===== src/rtl/flag_unit_pkg.sv =====
// flag_unit_pkg
// Shared control-path types for the NZCV condition-flag logic.
//   cond_e     : instruction condition field encodings (EQ..AL, NV = 1111)
//   alu_ctrl_e : ALU operation select (ADD, SUB, AND, ORR)
//   flags_t    : packed {n, z, c, v} condition-flag word
package flag_unit_pkg;

   typedef enum logic [3:0] {
      EQ = 4'b0000,
      NE = 4'b0001,
      CS = 4'b0010,
      CC = 4'b0011,
      MI = 4'b0100,
      PL = 4'b0101,
      VS = 4'b0110,
      VC = 4'b0111,
      HI = 4'b1000,
      LS = 4'b1001,
      GE = 4'b1010,
      LT = 4'b1011,
      GT = 4'b1100,
      LE = 4'b1101,
      AL = 4'b1110,
      NV = 4'b1111
   } cond_e;

   typedef enum logic [1:0] {
      ADD = 2'b00,
      SUB = 2'b01,
      AND = 2'b10,
      ORR = 2'b11
   } alu_ctrl_e;

   typedef struct packed {
      logic n;
      logic z;
      logic c;
      logic v;
   } flags_t;

endpackage


===== src/rtl/flag_unit_cond_eval.sv =====
// cond_eval
// Purely combinational condition check of an instruction's condition field
// against the architectural flags.
//   cond    : condition field
//   flags   : current {n, z, c, v}
//   cond_ex : condition passed
//   undef   : condition field is the reserved 1111 encoding (ungated)
module cond_eval
   import flag_unit_pkg::*;
(
   input  cond_e  cond,
   input  flags_t flags,
   output logic   cond_ex,
   output logic   undef
);

   logic ge;

   // Signed-compare conditions all derive from GE = (N == V); the reserved
   // encoding never passes and is reported separately so the top can gate it.
   always_comb begin
      ge      = (flags.n == flags.v);
      cond_ex = 1'b0;
      undef   = 1'b0;
      case (cond)
         EQ:      cond_ex = flags.z;
         NE:      cond_ex = ~flags.z;
         CS:      cond_ex = flags.c;
         CC:      cond_ex = ~flags.c;
         MI:      cond_ex = flags.n;
         PL:      cond_ex = ~flags.n;
         VS:      cond_ex = flags.v;
         VC:      cond_ex = ~flags.v;
         HI:      cond_ex = flags.c & ~flags.z;
         LS:      cond_ex = ~(flags.c & ~flags.z);
         GE:      cond_ex = ge;
         LT:      cond_ex = ~ge;
         GT:      cond_ex = ~flags.z & ge;
         LE:      cond_ex = ~(~flags.z & ge);
         AL:      cond_ex = 1'b1;
         NV:      undef   = 1'b1;
         default: cond_ex = 1'b0;
      endcase
   end

endmodule


===== src/rtl/flag_unit.sv =====
// flag_unit
// Owner of the NZCV flag register: computes flags from the Execute-stage ALU,
// holds them architecturally, evaluates the condition field and gates the
// decoder's PC-source / register-write / memory-write strobes.
// Ports:
//   clk, reset          : clock and asynchronous active-high reset
//   en, flush           : stage enable (0 = stall) and Execute squash
//   cond, flag_w        : condition field and {update NZ, update CV}
//   alu_ctrl            : ALU operation of the current instruction
//   src_a, src_b        : ALU operands (src_b before any inversion)
//   alu_result, alu_cout: ALU result and carry out
//   pcs, reg_w, mem_w   : decoder strobe requests
//   no_write            : compare-type op, never writes the register file
//   pc_src, reg_write, mem_write : gated strobes (registered if PIPE_OUT)
//   cond_ex, undef      : condition passed / reserved condition encoding
//   flags               : registered {N, Z, C, V}
//   annul_cnt           : saturating count of annulled instructions
module flag_unit
   import flag_unit_pkg::*;
#(
   parameter int WIDTH    = 32,
   parameter int PIPE_OUT = 0,
   parameter int CNT_W    = 16
) (
   input  logic             clk,
   input  logic             reset,
   input  logic             en,
   input  logic             flush,
   input  logic [3:0]       cond,
   input  logic [1:0]       flag_w,
   input  logic [1:0]       alu_ctrl,
   input  logic [WIDTH-1:0] src_a,
   input  logic [WIDTH-1:0] src_b,
   input  logic [WIDTH-1:0] alu_result,
   input  logic             alu_cout,
   input  logic             pcs,
   input  logic             reg_w,
   input  logic             mem_w,
   input  logic             no_write,
   output logic             pc_src,
   output logic             reg_write,
   output logic             mem_write,
   output logic             cond_ex,
   output logic             undef,
   output logic [3:0]       flags,
   output logic [CNT_W-1:0] annul_cnt
);

   flags_t flag_reg;
   flags_t flag_calc;
   logic   cond_pass;
   logic   cond_undef;
   logic   issue;
   logic   take;
   logic   pc_src_c;
   logic   reg_write_c;
   logic   mem_write_c;
   logic   unused_bits;

   // Only the operand sign bits feed the overflow logic.
   assign unused_bits = ^{src_a[WIDTH-2:0], src_b[WIDTH-2:0]};

   cond_eval u_cond_eval (
      .cond    (cond_e'(cond)),
      .flags   (flag_reg),
      .cond_ex (cond_pass),
      .undef   (cond_undef)
   );

   // An instruction is "issued" when the stage advances and is not squashed;
   // it "takes effect" when its condition also passes.
   assign issue   = en & ~flush;
   assign take    = issue & cond_pass;
   assign cond_ex = cond_pass;
   assign undef   = cond_undef & issue;
   assign flags   = flag_reg;

   // Flag generation. Overflow compares sign bits: ADD overflows when both
   // operands share a sign the result lacks; SUB when the operands differ in
   // sign and the result's sign differs from A. Logical ops produce C=V=0.
   always_comb begin
      flag_calc.n = alu_result[WIDTH-1];
      flag_calc.z = (alu_result == '0);
      flag_calc.c = 1'b0;
      flag_calc.v = 1'b0;
      case (alu_ctrl_e'(alu_ctrl))
         ADD: begin
            flag_calc.c = alu_cout;
            flag_calc.v = (src_a[WIDTH-1] == src_b[WIDTH-1]) &
                          (alu_result[WIDTH-1] != src_a[WIDTH-1]);
         end
         SUB: begin
            flag_calc.c = alu_cout;
            flag_calc.v = (src_a[WIDTH-1] != src_b[WIDTH-1]) &
                          (alu_result[WIDTH-1] != src_a[WIDTH-1]);
         end
         default: begin
            flag_calc.c = 1'b0;
            flag_calc.v = 1'b0;
         end
      endcase
   end

   // Architectural flag register; the NZ and CV halves update independently.
   // No bypass: a write is seen by cond_eval only from the next cycle on.
   always_ff @(posedge clk or posedge reset) begin
      if (reset) begin
         flag_reg <= '0;
      end else if (take) begin
         if (flag_w[1]) begin
            flag_reg.n <= flag_calc.n;
            flag_reg.z <= flag_calc.z;
         end
         if (flag_w[0]) begin
            flag_reg.c <= flag_calc.c;
            flag_reg.v <= flag_calc.v;
         end
      end
   end

   // Annulled-instruction counter, including the reserved condition; it
   // sticks at all-ones rather than wrapping.
   always_ff @(posedge clk or posedge reset) begin
      if (reset) begin
         annul_cnt <= '0;
      end else if (issue && !cond_pass && (annul_cnt != {CNT_W{1'b1}})) begin
         annul_cnt <= annul_cnt + 1'b1;
      end
   end

   assign pc_src_c    = pcs & take;
   assign reg_write_c = reg_w & ~no_write & take;
   assign mem_write_c = mem_w & take;

   // Strobe output stage: either passed straight through or delayed one cycle
   // for Writeback timing. In the registered case flush clears the strobes
   // even during a stall, while a plain stall holds them.
   generate
      if (PIPE_OUT != 0) begin : g_pipe
         always_ff @(posedge clk or posedge reset) begin
            if (reset) begin
               pc_src    <= 1'b0;
               reg_write <= 1'b0;
               mem_write <= 1'b0;
            end else if (flush) begin
               pc_src    <= 1'b0;
               reg_write <= 1'b0;
               mem_write <= 1'b0;
            end else if (en) begin
               pc_src    <= pc_src_c;
               reg_write <= reg_write_c;
               mem_write <= mem_write_c;
            end
         end
      end else begin : g_comb
         assign pc_src    = pc_src_c;
         assign reg_write = reg_write_c;
         assign mem_write = mem_write_c;
      end
   endgenerate

endmodule

===== config.mk =====
export PLATFORM = sky130hd
export DESIGN_NAME = flag_unit
export DESIGN_NICKNAME = d
export VERILOG_FILES = /design/src/rtl/flag_unit_pkg.sv /design/src/rtl/flag_unit_cond_eval.sv /design/src/rtl/flag_unit.sv
export SDC_FILE = /design/constraint.sdc
export NUM_CORES = 1
export LEC_CHECK = 0
export CAP_MARGIN = 40
export CORE_MARGIN = 5
export CORE_UTILIZATION = 31
export DETAILED_ROUTE_END_ITERATION = 8
export PLACE_DENSITY_LB_ADDON = 0.25
export RECOVER_POWER = 100
export SYNTH_ARGS = -nofsm -noshare
export SYNTH_HDL_FRONTEND = slang
export SYNTH_SLANG_ARGS = --single-unit

===== constraint.sdc =====
create_clock -name clk -period 3.53 [get_ports clk]
set_input_delay 0.706 -clock clk [delete_from_list [all_inputs] [get_ports clk]]
set_output_delay 0.706 -clock clk [all_outputs]
set_load 0.05 [all_outputs]

==> flow_summary_export.csv <==
group,metric,value,unit
synthesis,ys_ff_latch,20,
floorplanning,ioPinCount,138,
synthesis,avgSynthCellArea,9.49,um2
critical_path,rrSetupSlack,850,ps
critical_path,crit_type,"primary input to output pin",
clocking,cts-resized-gates,0,
clocking,cts_buffers,3,
drt,drtAntennaViolNets,0,
placed_design,hpwl,3.27,mm
drt,firstDrtPassIters,4,
clocking,cts_hold_buf,0,
synthesis,synth_xor_area_frac,0.117,
timing,tns,0,ps
finish,area_growth,67.6,%
critical_path,worst-path-max-fanout,9,
finish,nets,336,
timing,drv_slew,0,
global_route,grtUsageMet2,0.247,
global_route,grt_busiest_layer,"met2",
outcome,status,"completed",
finish,final_cells,273,
global_route,grt_remaining_overflow,0,
power_and_ir_drop,leakagePower,0.933,nW
drt,wl,3.92,mm
run,maxCapViolations,0,
global_route,grt_usage,0.135,
min_path,hp-class,"flip-flop to flip-flop",
synthesis,yosys.area.top_type,"dfrtp_1",
clocking,clk_latency,260,ps
synthesis,synth_edf_count,0,
synthesis,synthArstFlopShare,1.00,
placed_design,dp_cells,269,
synthesis,muxShareOfSynthArea,0.0418,
synthesis,synth.distinct_cells,38,
floorplanning,initial_utilization,0.314,
global_route,grt_max_degree,21,
timing,setup_viol,0,
floorplanning,dieArea,0.00577,mm2
synthesis,netlist_top_cells_area,"dfrtp_1, xnor2_1, mux2_1",
timing,relSlewSlack,0.298,
synthesis,postSynthCellCount,142,
timing,rsz0062_at_grt,"false",
synthesis,synth_top_area_frac,0.371,
floorplanning,placementRows,24,
clocking,cts_max_path_buffers,2,
synthesis,synth_top_flop_cell,"dfrtp_1",
synthesis,synth-compound-area-share,0.114,
clocking,clkSlewWorstSetupHoldPaths,80,ps
global_route,grtUsageMet1,0.153,
timing,tightest_slew,1050,ps
floorplanning,chipHeight,75.9,um
timing,min_period,3340,ps
critical_path,endpoint_kind,"output pin",
synthesis,synthesis.area,0.00135,mm2
timing,fin_skew,6.90,ps
global_route,antenna_found_initial,0,
drt,viasPerCell,4.99,
finish,num_antenna_cells,0,
drt,dr.first_iter.drc_count,70,
drt,wl_per_cell,14.4,um
synthesis,yosys.cell_count.top_type,"dfrtp_1",
synthesis,synth_nets,256,
timing,hold_viol,0,
clocking,tritoncts,"yes",
floorplanning,core_area,0.00429,mm2
placed_design,port_buffers,75,
timing,fmax,0.300,GHz
floorplanning,die_x,75.9,um
power_and_ir_drop,p_per_area,430,mW/mm2
synthesis,synthAdderAreaFrac,0.00929,
critical_path,cp.required,2820,ps
synthesis,yosys-top-cells-count,"dfrtp_1, xnor2_1, nand2_1",
synthesis,yosys_warnings,0,
power_and_ir_drop,vdd_drop_max,0.301,mV
clocking,cts_sinks,20,
timing,post-route-period-util,0.945,
critical_path,worst_setup_path_start_kind,"primary input",
critical_path,worstPathArrival,2630,ps
synthesis,ys_seq_area_frac,0.371,
clocking,postCtsSetupBuffers,0,
global_route,grt_pass1_vias,1372,
finish,layout-drive-gt1-share,0.0769,
clocking,htree_levels,1,
placed_design,gp_congestion,0.714,
clocking,cts_root_buf,"clkbuf_8",
global_route,grt_pass1_wl,6.58,mm
drt,vias,1362,
synthesis,synth-simple-area-share,0.321,
drt,drc,0,
synthesis,synth_top_family_by_area,"simple AND/OR/NAND/NOR gates",
global_route,met3_usage,0.0438,
-- where the power goes --
group	internal [mW]	total [mW]	switching, mW
registers	0.267	0.325	0.0571
clock network	0.151	0.230	0.0783
logic	0.172	0.416	0.244
total	0.590	0.970	0.380
-- per-stage QoR --
stage	worst slack [ps]	hold slack [ps]	utilization	area (um2)	power, mW
finish	194	491	0.526	2260	0.970
global route	61.7	513	0.526	2260	1.03
CTS	217	501	0.533	2290	1.01
detailed placement	225	487	0.516	2220	0.773
global placement	208	477	0.516	2220	0.768
floorplan	202	670	-	1350	0.577
-- final timing paths --
| kind | startpoint | end | depth (start not counted) |
|---|---|---|---|
| worst max-delay path | cond[1] | reg_write | 7 |
| worst max register to register | flags[3]$_DFFE_PP0P_ | annul_cnt[1]$_DFFE_PP0P_ | 7 |
| worst min-delay path | annul_cnt[7]$_DFFE_PP0P_ | annul_cnt[7]$_DFFE_PP0P_ | 1 |
| min in group asynchronous | reset | flags[2]$_DFFE_PP0P_ | 2 |
| max in group asynchronous | reset | annul_cnt[15]$_DFFE_PP0P_ | 2 |
| worst min register to register | annul_cnt[7]$_DFFE_PP0P_ | annul_cnt[7]$_DFFE_PP0P_ | 1 |
-- routing by layer --
metal | part of all wire | vias up
met5 | 0 | -
met3 | 0.064 | 2
met2 | 0.52 | 36
li1 | - | 689
met1 | 0.40 | 635
met4 | 0.0059 | 0
-- registers in the layout, indices dropped and copies added (netlist names) --
signal,count
flags,4
annul_cnt,16
-- critical path, stage by stage --
cell           delay [ps]
dlygate4sd3_1         690
or4b_1                460
o311ai_1              140
o21ai_2               100
nand2_1               120
and4b_1               260
buf_12                150
-- layout by cell type, fill, tap and decap left out, types with 3 or more instances in the layout --
| master | synthesis | routed |
|---|---|---|
| buf_12 | 0 | 4 |
| xor2_1 | 5 | 5 |
| nand3_1 | 7 | 7 |
| and3_1 | 5 | 5 |
| buf_4 | 0 | 3 |
| nor3b_2 | 3 | 3 |
| clkbuf_8 | 0 | 3 |
| a21oi_1 | 6 | 6 |
| nand4_1 | 9 | 9 |
| inv_1 | 3 | 3 |
| nor4_1 | 8 | 8 |
| clkdlybuf4s50_1 | 0 | 48 |
| nor2b_1 | 5 | 5 |
| xnor2_1 | 13 | 13 |
| dlygate4sd3_1 | 0 | 22 |
| nand2_1 | 10 | 10 |
| clkbuf_1 | 2 | 3 |
| nor2_1 | 8 | 8 |
| dfrtp_1 | 20 | 20 |
| mux2_1 | 5 | 5 |
-- cells by family (layout without fill, tap and decap cells) --
family,count (synthesis),count (layout)
AO/OA/AOI/OAI,19,19
flip-flops,20,20
adder cells (fa/ha/maj),1,1
buffers and inverters,8,87
AND/OR/NAND/NOR,71,71
multiplexers,5,5
XOR/XNOR,18,18
-- layout make-up --
class	count	area, um2
Clock buffer	3	41.3
Clock inverter	1	30.0
Fill cell	420	2040
Inverter	3	11.3
Multi-Input combinational cell	114	796
Sequential cell	20	500
Tap cell	52	65.1
Timing Repair Buffer	80	815
Note: power is estimated with default switching activity, not from simulation.
